## src/rtl/fetch_unit.sv

```systemverilog
// Instruction-fetch stage: sequential PC generation, credit-limited memory requests,
// a two-entry instruction buffer for the IF/ID register, and epoch-based redirect flush.
module fetch_unit #(
  parameter logic [31:0] RESET_PC = 32'h0000_0000,
  parameter int unsigned DEPTH    = 2
) (
  input  logic        clk,
  input  logic        rst,
  input  logic        redirect_valid,
  input  logic [31:0] redirect_pc,
  input  logic        stall,
  output logic        imem_req_valid,
  input  logic        imem_req_ready,
  output logic [31:0] imem_req_addr,
  input  logic        imem_rsp_valid,
  input  logic [31:0] imem_rsp_data,
  output logic [31:0] instr_out,
  output logic [31:0] pc_prev_address,
  output logic        instr_valid
);

  localparam logic [2:0] CREDITS = 3'(DEPTH);

  logic [31:0] pc_q, pc_d;
  logic        epoch_q, epoch_d;
  logic [1:0]  outst_q, outst_d;

  // Tag FIFO: one {epoch, pc} entry per accepted request, popped by each response.
  logic        tag_epoch_q [2];
  logic [31:0] tag_pc_q [2];
  logic        tag_wr_q, tag_wr_d, tag_rd_q, tag_rd_d;

  logic [31:0] buf_instr_q [2];
  logic [31:0] buf_pc_q [2];
  logic        buf_wr_q, buf_wr_d, buf_rd_q, buf_rd_d;
  logic [1:0]  buf_cnt_q, buf_cnt_d;

  logic credit_ok, req_fire, rsp_keep, pop;

  // Handshake: a request transfers on a clock edge where imem_req_valid && imem_req_ready.
  // Valid is withheld during a redirect cycle, so the address never moves under a pending request.
  assign credit_ok       = ({1'b0, outst_q} + {1'b0, buf_cnt_q}) < CREDITS;
  assign imem_req_valid  = !rst && !redirect_valid && credit_ok;
  assign imem_req_addr   = pc_q;
  assign req_fire        = imem_req_valid && imem_req_ready;

  assign rsp_keep        = imem_rsp_valid && !redirect_valid &&
                           (tag_epoch_q[tag_rd_q] == epoch_q);
  assign instr_valid     = (buf_cnt_q != 2'd0);
  assign instr_out       = instr_valid ? buf_instr_q[buf_rd_q] : 32'h0;
  assign pc_prev_address = instr_valid ? buf_pc_q[buf_rd_q] : 32'h0;
  assign pop             = instr_valid && !stall && !redirect_valid;

  always_comb begin
    pc_d      = pc_q;
    epoch_d   = epoch_q;
    outst_d   = outst_q + {1'b0, req_fire} - {1'b0, imem_rsp_valid};
    tag_wr_d  = tag_wr_q ^ req_fire;
    tag_rd_d  = tag_rd_q ^ imem_rsp_valid;
    buf_wr_d  = buf_wr_q ^ rsp_keep;
    buf_rd_d  = buf_rd_q ^ pop;
    buf_cnt_d = buf_cnt_q + {1'b0, rsp_keep} - {1'b0, pop};
    if (req_fire) pc_d = pc_q + 32'd4;
    // Outstanding requests keep their credit; their stale responses are filtered by epoch.
    if (redirect_valid) begin
      pc_d      = redirect_pc;
      epoch_d   = !epoch_q;
      buf_wr_d  = 1'b0;
      buf_rd_d  = 1'b0;
      buf_cnt_d = 2'd0;
    end
  end

  always_ff @(posedge clk or posedge rst) begin
    if (rst) begin
      pc_q           <= RESET_PC;
      epoch_q        <= 1'b0;
      outst_q        <= 2'd0;
      tag_wr_q       <= 1'b0;
      tag_rd_q       <= 1'b0;
      buf_wr_q       <= 1'b0;
      buf_rd_q       <= 1'b0;
      buf_cnt_q      <= 2'd0;
      tag_epoch_q[0] <= 1'b0;
      tag_epoch_q[1] <= 1'b0;
      tag_pc_q[0]    <= 32'h0;
      tag_pc_q[1]    <= 32'h0;
      buf_instr_q[0] <= 32'h0;
      buf_instr_q[1] <= 32'h0;
      buf_pc_q[0]    <= 32'h0;
      buf_pc_q[1]    <= 32'h0;
    end else begin
      pc_q      <= pc_d;
      epoch_q   <= epoch_d;
      outst_q   <= outst_d;
      tag_wr_q  <= tag_wr_d;
      tag_rd_q  <= tag_rd_d;
      buf_wr_q  <= buf_wr_d;
      buf_rd_q  <= buf_rd_d;
      buf_cnt_q <= buf_cnt_d;
      if (req_fire) begin
        tag_epoch_q[tag_wr_q] <= epoch_q;
        tag_pc_q[tag_wr_q]    <= pc_q;
      end
      if (rsp_keep) begin
        buf_instr_q[buf_wr_q] <= imem_rsp_data;
        buf_pc_q[buf_wr_q]    <= tag_pc_q[tag_rd_q];
      end
    end
  end

endmodule

```

## config.mk

```make
export PLATFORM = sky130hd
export DESIGN_NAME = fetch_unit
export DESIGN_NICKNAME = d
export VERILOG_FILES = /design/src/rtl/fetch_unit.sv
export SDC_FILE = /design/constraint.sdc
export NUM_CORES = 1
export LEC_CHECK = 0
export ABC_AREA = 1
export BUFFER_PORTS_ARGS = -buffer_cell sky130_fd_sc_hd__buf_4
export CORE_ASPECT_RATIO = 0.7
export CORE_MARGIN = 8
export CORE_UTILIZATION = 25
export DETAILED_ROUTE_END_ITERATION = 12
export PLACE_DENSITY = 0.44
export SETUP_SLACK_MARGIN = 0.15
export SYNTH_ARGS = -nofsm -noshare
export SYNTH_HDL_FRONTEND = slang
export SYNTH_SLANG_ARGS = --single-unit
```

## constraint.sdc

```tcl
create_clock -name clk -period 19.7 [get_ports clk]
set_input_delay 1.97 -clock clk [delete_from_list [all_inputs] [get_ports clk]]
set_output_delay 1.97 -clock clk [all_outputs]
set_load 0.02 [all_outputs]
```

* Yosys cells after proc, flatten, opt, wreduce, memory -nomap -nowiden
Index checks and enable logic that the tools add are counted.
Word-level totals: word-level logic and storage cells 82, input bits 70, register bits 235
Operators by class: reductions and logical operators 15, equality and inequality tests 1, bitwise operators 8, $add $sub $neg 6, multiplexer cells 29, magnitude comparators 7
Operator list (number):
- two-way mux 32 bit | 15
- bitwise mux 64 bit | 3
- demux 32 bit (select 1 bit) | 2
- adder 32 x 3 -> 32 bit (second input constant) | 1
- logical AND 1 bit | 9
- >= comparator 2 bit (second input constant) | 4
- inverter 1 -> 2 bit | 4
- two-way mux 1 bit | 6
- adder 2 x 1 -> 2 bit | 2
- logical NOT 1 bit | 4
- < comparator 2 x 1 -> 1 bit (second input constant) | 2
- nonzero test 2 bit | 2
- subtractor 2 x 1 -> 2 bit | 2
- XOR 1 bit | 4
- adder 2 x 2 -> 3 bit | 1
- < comparator 3 x 2 -> 1 bit (second input constant) | 1
- bitwise mux 2 bit | 1
- two-way mux 2 bit | 1
- demux 1 bit (select 1 bit) | 1
- equality test 1 bit | 1

* Logic depth before layout (Yosys ltp)
Gate-level depths: netlist (run 1).
word-level depth 9, depth in mapped cells 13

* Least setup slack after synthesis (run 1)
OpenSTA, ideal clock, no wires.
path kind input-to-output, start input rst, end output imem_req_valid, path buffers 0, arrival time 2402 ps, path slack 15328 ps, stages 3, cell sequence nor2_1 > nand3_1 > inv_1
On the way: cells in the longest elaborated chain, start to end 3
RTL lines:
- from (decl) | RTL line 8 | input logic rst,
- logical NOT 1 bit (no line)
- logical AND 1 bit (2 in a row) | RTL line 43 | assign imem_req_valid = !rst && !redirect_valid && credit_ok;
- to (decl) | RTL line 12 | output logic imem_req_valid,
No other way between the ends.

* Worst setup path after layout (run 1)
start register buf_rd_q, end output pc_prev_address[17]
On the way: cells in the longest elaborated chain, start to end 5
RTL lines:
- from (decl) | RTL line 35 | logic buf_wr_q, buf_wr_d, buf_rd_q, buf_rd_d;
- from (signal assigned) | RTL line 99 | buf_rd_q <= buf_rd_d;
- inverter 1 -> 2 bit (implied by the code) | RTL line 51 | assign pc_prev_address = instr_valid ? buf_pc_q[buf_rd_q] : 32'h0;
- two-way mux 32 bit (implied by the code) (3 in a row) | RTL line 51
- two-way mux 32 bit | RTL line 51
- to (decl) | RTL line 18 | output logic [31:0] pc_prev_address,
No other way between the ends. The select of a mux whose other input is x is not followed.

==> impl_metrics.ini, run 1 <==
[final_layout]
nFillCells = 4680
stdcell_area_um2 = 13710
nets = 1631
area_delta_synth_final_pct = 24.08
n_antenna_cell = 0
finalCoreUtilization_pct = 31.42
final_cells = 2164
drive_gt1_share_pct = 16.05

[routing]
first_pass_iters = 5
vias_per_cell = 4.389
ant_nets = 0
wl_per_cell_um = 16.26
wirelength_mm = 35.20
drt_iter0_markers = 649
drcViolationCount = 0
route.vias.total = 9497

[yosys]
yosysWarnings = 0
postSynthAreaPerCell_um2 = 7.782
synthFlopType = dfrtp_1
synthAdderAreaFrac_pct = 1.200
synthesis.area_um2 = 11050
synth-seq-cells = 235
synth-xor-area-share_pct = 0.7133
synthTopCellsByArea = dfrtp_1 53%, nand2_1 20%, o21ai_0 6.9%
synthSimpleGateAreaFrac_pct = 25.80
yosys-top-cells-count = 582 x nand2_1, 235 x dfrtp_1, 153 x o21ai_0, 101 x inv_1, 100 x a21oi_1
synth_top_area_share_pct = 53.22
yosysMostFrequentCell = nand2_1
synth_cell_types = 29
async_flop_share_pct = 100.0
synth_edf_count = 0
synth_nets = 1500
ys_seq_area_share_pct = 53.22
syn_inst = 1420
yosys.area.top_type = dfrtp_1
synth_top_family_by_area = simple AND/OR/NAND/NOR gates
muxShareOfSynthArea_pct = 0.3057
synth_compound_area_share_pct = 12.07

[sta]
layout_min_cycle_time_ns = 5.143
relSlewSlack_pct = 39.45
fin_skew_ns = 0.01517
max_freq_mhz = 194.4
finalMaxSlewViolations = 0
post-route-period-util_pct = 26.11
hold_viol = 0
finalSetupViolCount = 0
setup_ws_ns = 14.56
fin_tns_setup_ns = 0
rsz0062_at_grt = no
worstMarginPinSlew_ns = 0.9082

[die]
fp.dieH_um = 191.9
coreArea_um2 = 43640
num_rows = 64
start_util_pct = 25.32
dieArea_um2 = 51290
io_pins = 168
die_w_um = 267.3

[global_routing]
grt_pass1_wl_mm = 56.40
antenna_found_initial = 0
grt_pass1_vias = 9597
grt_overflow = 0
grt.total_usage_pct = 13.78
grt_max_degree = 116

[placement]
io_buffers = 167
dpl.hpwl_mm = 23.76
dpl_worst_slack_ns = 14.88
placed_area_um2 = 12810
gp_congestion = 0.8033
dp.cells = 2116

[critical_path]
endpoint_kind = output port
reg2reg_from = buf_cnt_q[0]$_DFF_PP0_
rrSetupSlack_ns = 16.39
r2r-end = tag_pc_q[55]$_DFFE_PP0P_
critPathTopFamily = buffers and inverters
crit_type = flip-flop to output port
worstPathCellList = buf_4 -> inv_2 -> buf_4 -> nand2_1 -> a21oi_1 -> buf_4
crit_path_start_kind = flip-flop
cp.required_ns = 17.73
worstPathMaxFanout = 69
slowest_delay_ns = 0.54
crit_slowest_cell = buf_4
reg2reg_depth = 10
critPathMostFrequentCell = buf_4
critPathBufInv = 4
crit_arrival_ns = 3.17

[power_and_ir_drop]
p_sw_mw = 0.7922
peakVddDrop_v = 0.00006873
switching_share_pct = 39.11
comb_power_share_pct = 35.1
p_per_area_nw_per_um2 = 147.7
clock_power_share_pct = 25.3
seq_power_share_pct = 39.7
p_int_mw = 1.233
p_leak_nw = 6.677

[clock_network]
post-cts-setup-buffer-count = 0
clock-root-buffer = clkbuf_16
cts_resized = 0
numClockSinks = 235
numCtsBuffers = 27
cts.clk_slew.worst_paths_ns = 0.06
cts.path.max_buffers = 3
htreeDepth = 1
hold_buffers = 0
insertion_delay_ns = 0.55
cts_tree = built

[run]
drv_cap = 0

[hold_path]
min_from = buf_instr_q[63]$_DFFE_PP0P_
whs_path_depth = 2
min_to = buf_instr_q[63]$_DFFE_PP0P_
holdCritPathClass = flip-flop to flip-flop

[status]
outcome = completed
-- worst min-delay path, delay by kind of cell (launching register included) --
kind,cells,cell delay [ns]
DFF,1,0.34
and+or+nand+nor,2,0.10
-- kinds of logic (layout without fill, tap and decap cells) --
family          Yosys count  count (layout)
compound gates          265             265
xor+xnor                  9               9
fa+ha+maj                10              10
buf+inv                 182             332
flops                   235             235
mux                       3               3
simple gates            716             716
-- routing by layer --
metal | wire, um | global-route usage [%] | vias to the layer above
met5 | 0 | 0 | -
met4 | 594 | 2.611 | 0
met3 | 1638 | 2.456 | 43
met2 | 15490 | 21.49 | 201
met1 | 17480 | 19.92 | 4525
li1 | - | - | 4728
-- worst max path at each step --
| stage | end | slack (ns) | cells past startpoint | start |
|---|---|---|---|---|
| global placement | imem_req_valid | 14.86 | 5 | redirect_valid |
| detailed placement | imem_req_valid | 14.88 | 5 | redirect_valid |
| global route | pc_prev_address[15] | 14.30 | 6 | buf_rd_q$_DFF_PP0_ |
| CTS | pc_prev_address[15] | 14.46 | 6 | buf_rd_q$_DFF_PP0_ |
| floorplan | buf_cnt_q[0]$_DFF_PP0_ | 11.28 | 1 | rst |
| finish | pc_prev_address[17] | 14.56 | 6 | buf_rd_q$_DFF_PP0_ |
-- per-stage QoR --
| stage | total power [mW] | hold WS [ns] |
|---|---|---|
| finish | 2.025 | 0.4673 |
| CTS | 2.065 | 0.4724 |
| floorplan | 1.260 | 0.4366 |
| global route | 2.201 | 0.4838 |
| detailed placement | 1.540 | 0.4579 |
| global placement | 1.527 | 0.4503 |
-- power by group through the flow --
stage / clock network, mW / logic [mW] / registers [mW]
after detailed placement: 0 / 0.729 / 0.811
after floorplan: 0 / 0.467 / 0.793
after global placement: 0 / 0.719 / 0.808
after global routing: 0.545 / 0.823 / 0.833
final: 0.512 / 0.710 / 0.803
after CTS: 0.529 / 0.731 / 0.805
-- registers in the layout, summed over array words and instances, names as in the netlist --
name,count
buf_cnt_q,2
buf_instr_q,64
buf_pc_q,64
buf_rd_q,1
buf_wr_q,1
epoch_q,1
imem_req_addr,32
outst_q,2
tag_epoch_q,2
tag_pc_q,64
tag_rd_q,1
tag_wr_q,1
-- area by class of cell --
class                      instances  area (um2)  share of cell area, %
timing repair buffer             179        1344                  9.800
sequential                       235        5883                  42.91
multi-input combinational       1003        4443                  32.40
tap                              594       743.2                  5.420
clock buffer                      43       815.8                  5.949
inverter                         105       401.6                  2.929
clock inverter                     5       81.33                 0.5931
-- cells in the final DEF (no fill, tap or decap), drive strengths merged --
cell type  instances
inv              106
dfrtp            235
buf              179
or2                1
a21oi            100
o21ai            162
bufinv             2
ha                 9
nand4              2
nand2            587
nand3             50
clkbuf            43
clkinv             1
xor2               4
and2               1
o211ai             3
fa                 1
xnor2              5
nor2              74
clkinvlp           1
nor3               1
mux2               3
No activity file was read; power rests on OpenSTA's default activity.
==> inputs of run 2 (changes only) <==
--- a/config.mk
+++ b/config.mk
@@ -5,7 +5,7 @@
 export SDC_FILE = /design/constraint.sdc
 export NUM_CORES = 1
 export LEC_CHECK = 0
-export ABC_AREA = 1
+export ABC_AREA = 0
 export BUFFER_PORTS_ARGS = -buffer_cell sky130_fd_sc_hd__buf_4
 export CORE_ASPECT_RATIO = 0.7
 export CORE_MARGIN = 8
==> constraint.sdc (replaced) <==
create_clock -name clk -period 5.35 [get_ports clk]
set_input_delay 0.535 -clock clk [delete_from_list [all_inputs] [get_ports clk]]
set_output_delay 0.535 -clock clk [all_outputs]
set_load 0.02 [all_outputs]
==> run 2 against run 1 <==
Effect of this change: register-to-register slack got worse by 15 ns; synthesized cell count decreased by 35%; worst hold slack got worse by 0.31 ns; critical path depth increased by 2; total power increased to 3.8 times the previous value; clock power increased to 3.7 times the previous value; sequential share of layout area increased by 0.93 points; final cell count decreased by 24%; count of clock-buffer cells in the layout decreased by 7; sequential power increased to 3.8 times the previous value; first-iteration DRC count decreased by 22%; largest power group unchanged.
==> impl_metrics.ini, run 2 <==
[status]
outcome = completed

[critical_path]
cp.required_ns = 5.79
crit_arrival_ns = 4.01
reg2reg_from = buf_cnt_q[0]$_DFF_PP0_
crit_type = flip-flop to flip-flop
endpoint_kind = flip-flop
worstPathMaxFanout = 28
setup.worst_path.start = buf_cnt_q[0]$_DFF_PP0_
crit_path_start_kind = flip-flop

[yosys]
synth_cell_types = 44
postSynthAreaPerCell_um2 = 11.59
yosysMostFrequentCell = dfrtp_1
synth_edf_count = 0
synthesis.area_um2 = 10680
yosysWarnings = 0
synth-seq-cells = 235
ys_seq_area_share_pct = 55.07
synth_top_area_share_pct = 55.07
synthFlopType = dfrtp_1
async_flop_share_pct = 100.0
synth_nets = 1001
syn_inst = 921
yosys-top-cells-count = 235 x dfrtp_1, 145 x nor2_1, 132 x mux2_2, 101 x mux2i_1, 67 x a21oi_1
yosys.area.top_type = dfrtp_1
synthTopCellsByArea = dfrtp_1 55%, mux2_2 14%, mux2i_1 9.5%

[routing]
drcViolationCount = 0
wirelength_mm = 30.17
route.vias.total = 7496
vias_per_cell = 4.576
wl_per_cell_um = 18.42
ant_nets = 0
drt_iter0_markers = 509
first_pass_iters = 4

[clock_network]
numClockSinks = 235
numCtsBuffers = 27
clock-root-buffer = clkbuf_16
hold_buffers = 0
post-cts-setup-buffer-count = 0
cts.path.max_buffers = 3
cts_resized = 0
insertion_delay_ns = 0.56
htreeDepth = 1
cts.clk_slew.worst_paths_ns = 0.06
cts_tree = built

[final_layout]
area_delta_synth_final_pct = 25.73
nets = 1146
final_common_cell = dfrtp_1
drive_gt1_share_pct = 33.79
nFillCells = 4364
n_antenna_cell = 0
reg_top3 = buf_instr_q: 64 flops, buf_pc_q: 64 flops, tag_pc_q: 64 flops
final_cell_mix = 233 x dfrtp_1, 173 x buf_4, 144 x nor2_1

[hold_path]
holdCritPathClass = input port to async pin

[sta]
fin_worst_hold_slack_ns = 0.1541
relSlewSlack_pct = 16.82
setup_ws_ns = 1.774
hold_viol = 0
layout_min_cycle_time_ns = 3.576
rsz0062_at_grt = no
fin_skew_ns = 0.01732
finalSetupViolCount = 0
finalMaxSlewViolations = 0
worstMarginPinSlew_ns = 1.243
post-route-period-util_pct = 66.83
fin_tns_setup_ns = 0
max_freq_mhz = 279.7

[global_routing]
antenna_found_initial = 0
grt_pass1_wl_mm = 47.90
grt.total_usage_pct = 11.96
grt_pass1_vias = 7746
grt_max_degree = 152
grt_overflow = 0

[die]
num_rows = 63
coreArea_um2 = 42250
fp.dieH_um = 188.9
io_pins = 168
die_w_um = 263.0
dieArea_um2 = 49690
start_util_pct = 25.27

[power_and_ir_drop]
peakVddDrop_v = 0.0002318
p_leak_nw = 5.949
p_per_area_nw_per_um2 = 569.0

[placement]
dpl_worst_slack_ns = 1.780
dpl.hpwl_mm = 20.07
gp_congestion = 0.7371
io_buffers = 167

[run]
drv_cap = 0
-- run 2: cell types whose count changed in the layout (fill, tap and decap cells not counted), moves of 82 or more --
cell     before  now
mux2_2        3  132
mux2i_1       0  101
nor2_1       62  144
inv_1        98   11
nand2_1     582   34
o21ai_0     153   17
-- run 2: metal layers --
| layer | part of all wire (%) | wire, um | global-route usage, % |
|---|---|---|---|
| met1 | 52 | 15760 | 18.06 |
| met2 | 41 | 12330 | 17.05 |
| met3 | 5.3 | 1610 | 3.007 |
| met4 | 1.6 | 476 | 2.187 |
| met5 | 0 | 0 | 0 |
-- run 2: worst paths after layout --
kind	end	slack (ns)	cells after the start
max	imem_req_addr[17]$_DFFE_PP0P_	1.77	8
min	buf_pc_q[38]$_DFFE_PP0P_	0.15	2
max reg2reg	imem_req_addr[17]$_DFFE_PP0P_	1.77	8
min reg2reg	outst_q[0]$_DFF_PP0_	0.50	1
max in group asynchronous	buf_instr_q[4]$_DFFE_PP0P_	3.91	3
min in group clk	imem_req_addr[3]$_DFFE_PP0P_	0.18	3
-- run 2: final cells by class --
class	instances	area (um2)	area share (%)
clock inverter	13	141.4	1.053
clock buffer	36	759.5	5.657
multi-input combinational	613	4536	33.78
timing repair buffer	176	1359	10.12
tap	552	690.7	5.144
inverter	13	53.80	0.4007
sequential	235	5886	43.84
-- run 2: cells by family after synthesis --
family | count (synthesis) | synth area share (%)
xor+xnor | 8 | 0.6562
simple gates | 238 | 9.890
fa+ha+maj | 10 | 1.242
buf+inv | 73 | 2.753
compound gates | 124 | 6.996
mux | 233 | 23.39
flops | 235 | 55.07
-- run 2: worst max-delay path: stages (launching register included) --
cell and delay (ns):
dfrtp_1 0.42, and2_1 0.17, fa_1 0.53, nor4_4 0.06, nand2_2 0.36, clkinv_2 0.47, nor2_1 1.08, o21ai_0 0.21
o311ai_0 0.16
-- run 2: stage by stage --
step	total power [mW]	cell area (um2)	instances	util (%)
final	7.638	13430	1638	31.78
after global routing	8.195	13430	1638	31.78
after CTS	7.804	13430	1638	31.78
after detailed placement	5.870	12520	1589	29.64
after global placement	5.828	12520	1589	29.64
after floorplan	4.844	10680	921	-
-- run 2: report_power, final --
part / leakage, nW / internal [mW] / total (mW) / switching (mW)
registers: 2.89 / 2.54 / 3.05 / 0.511
clock network: 0.440 / 1.10 / 1.87 / 0.773
logic: 2.62 / 1.27 / 2.71 / 1.44
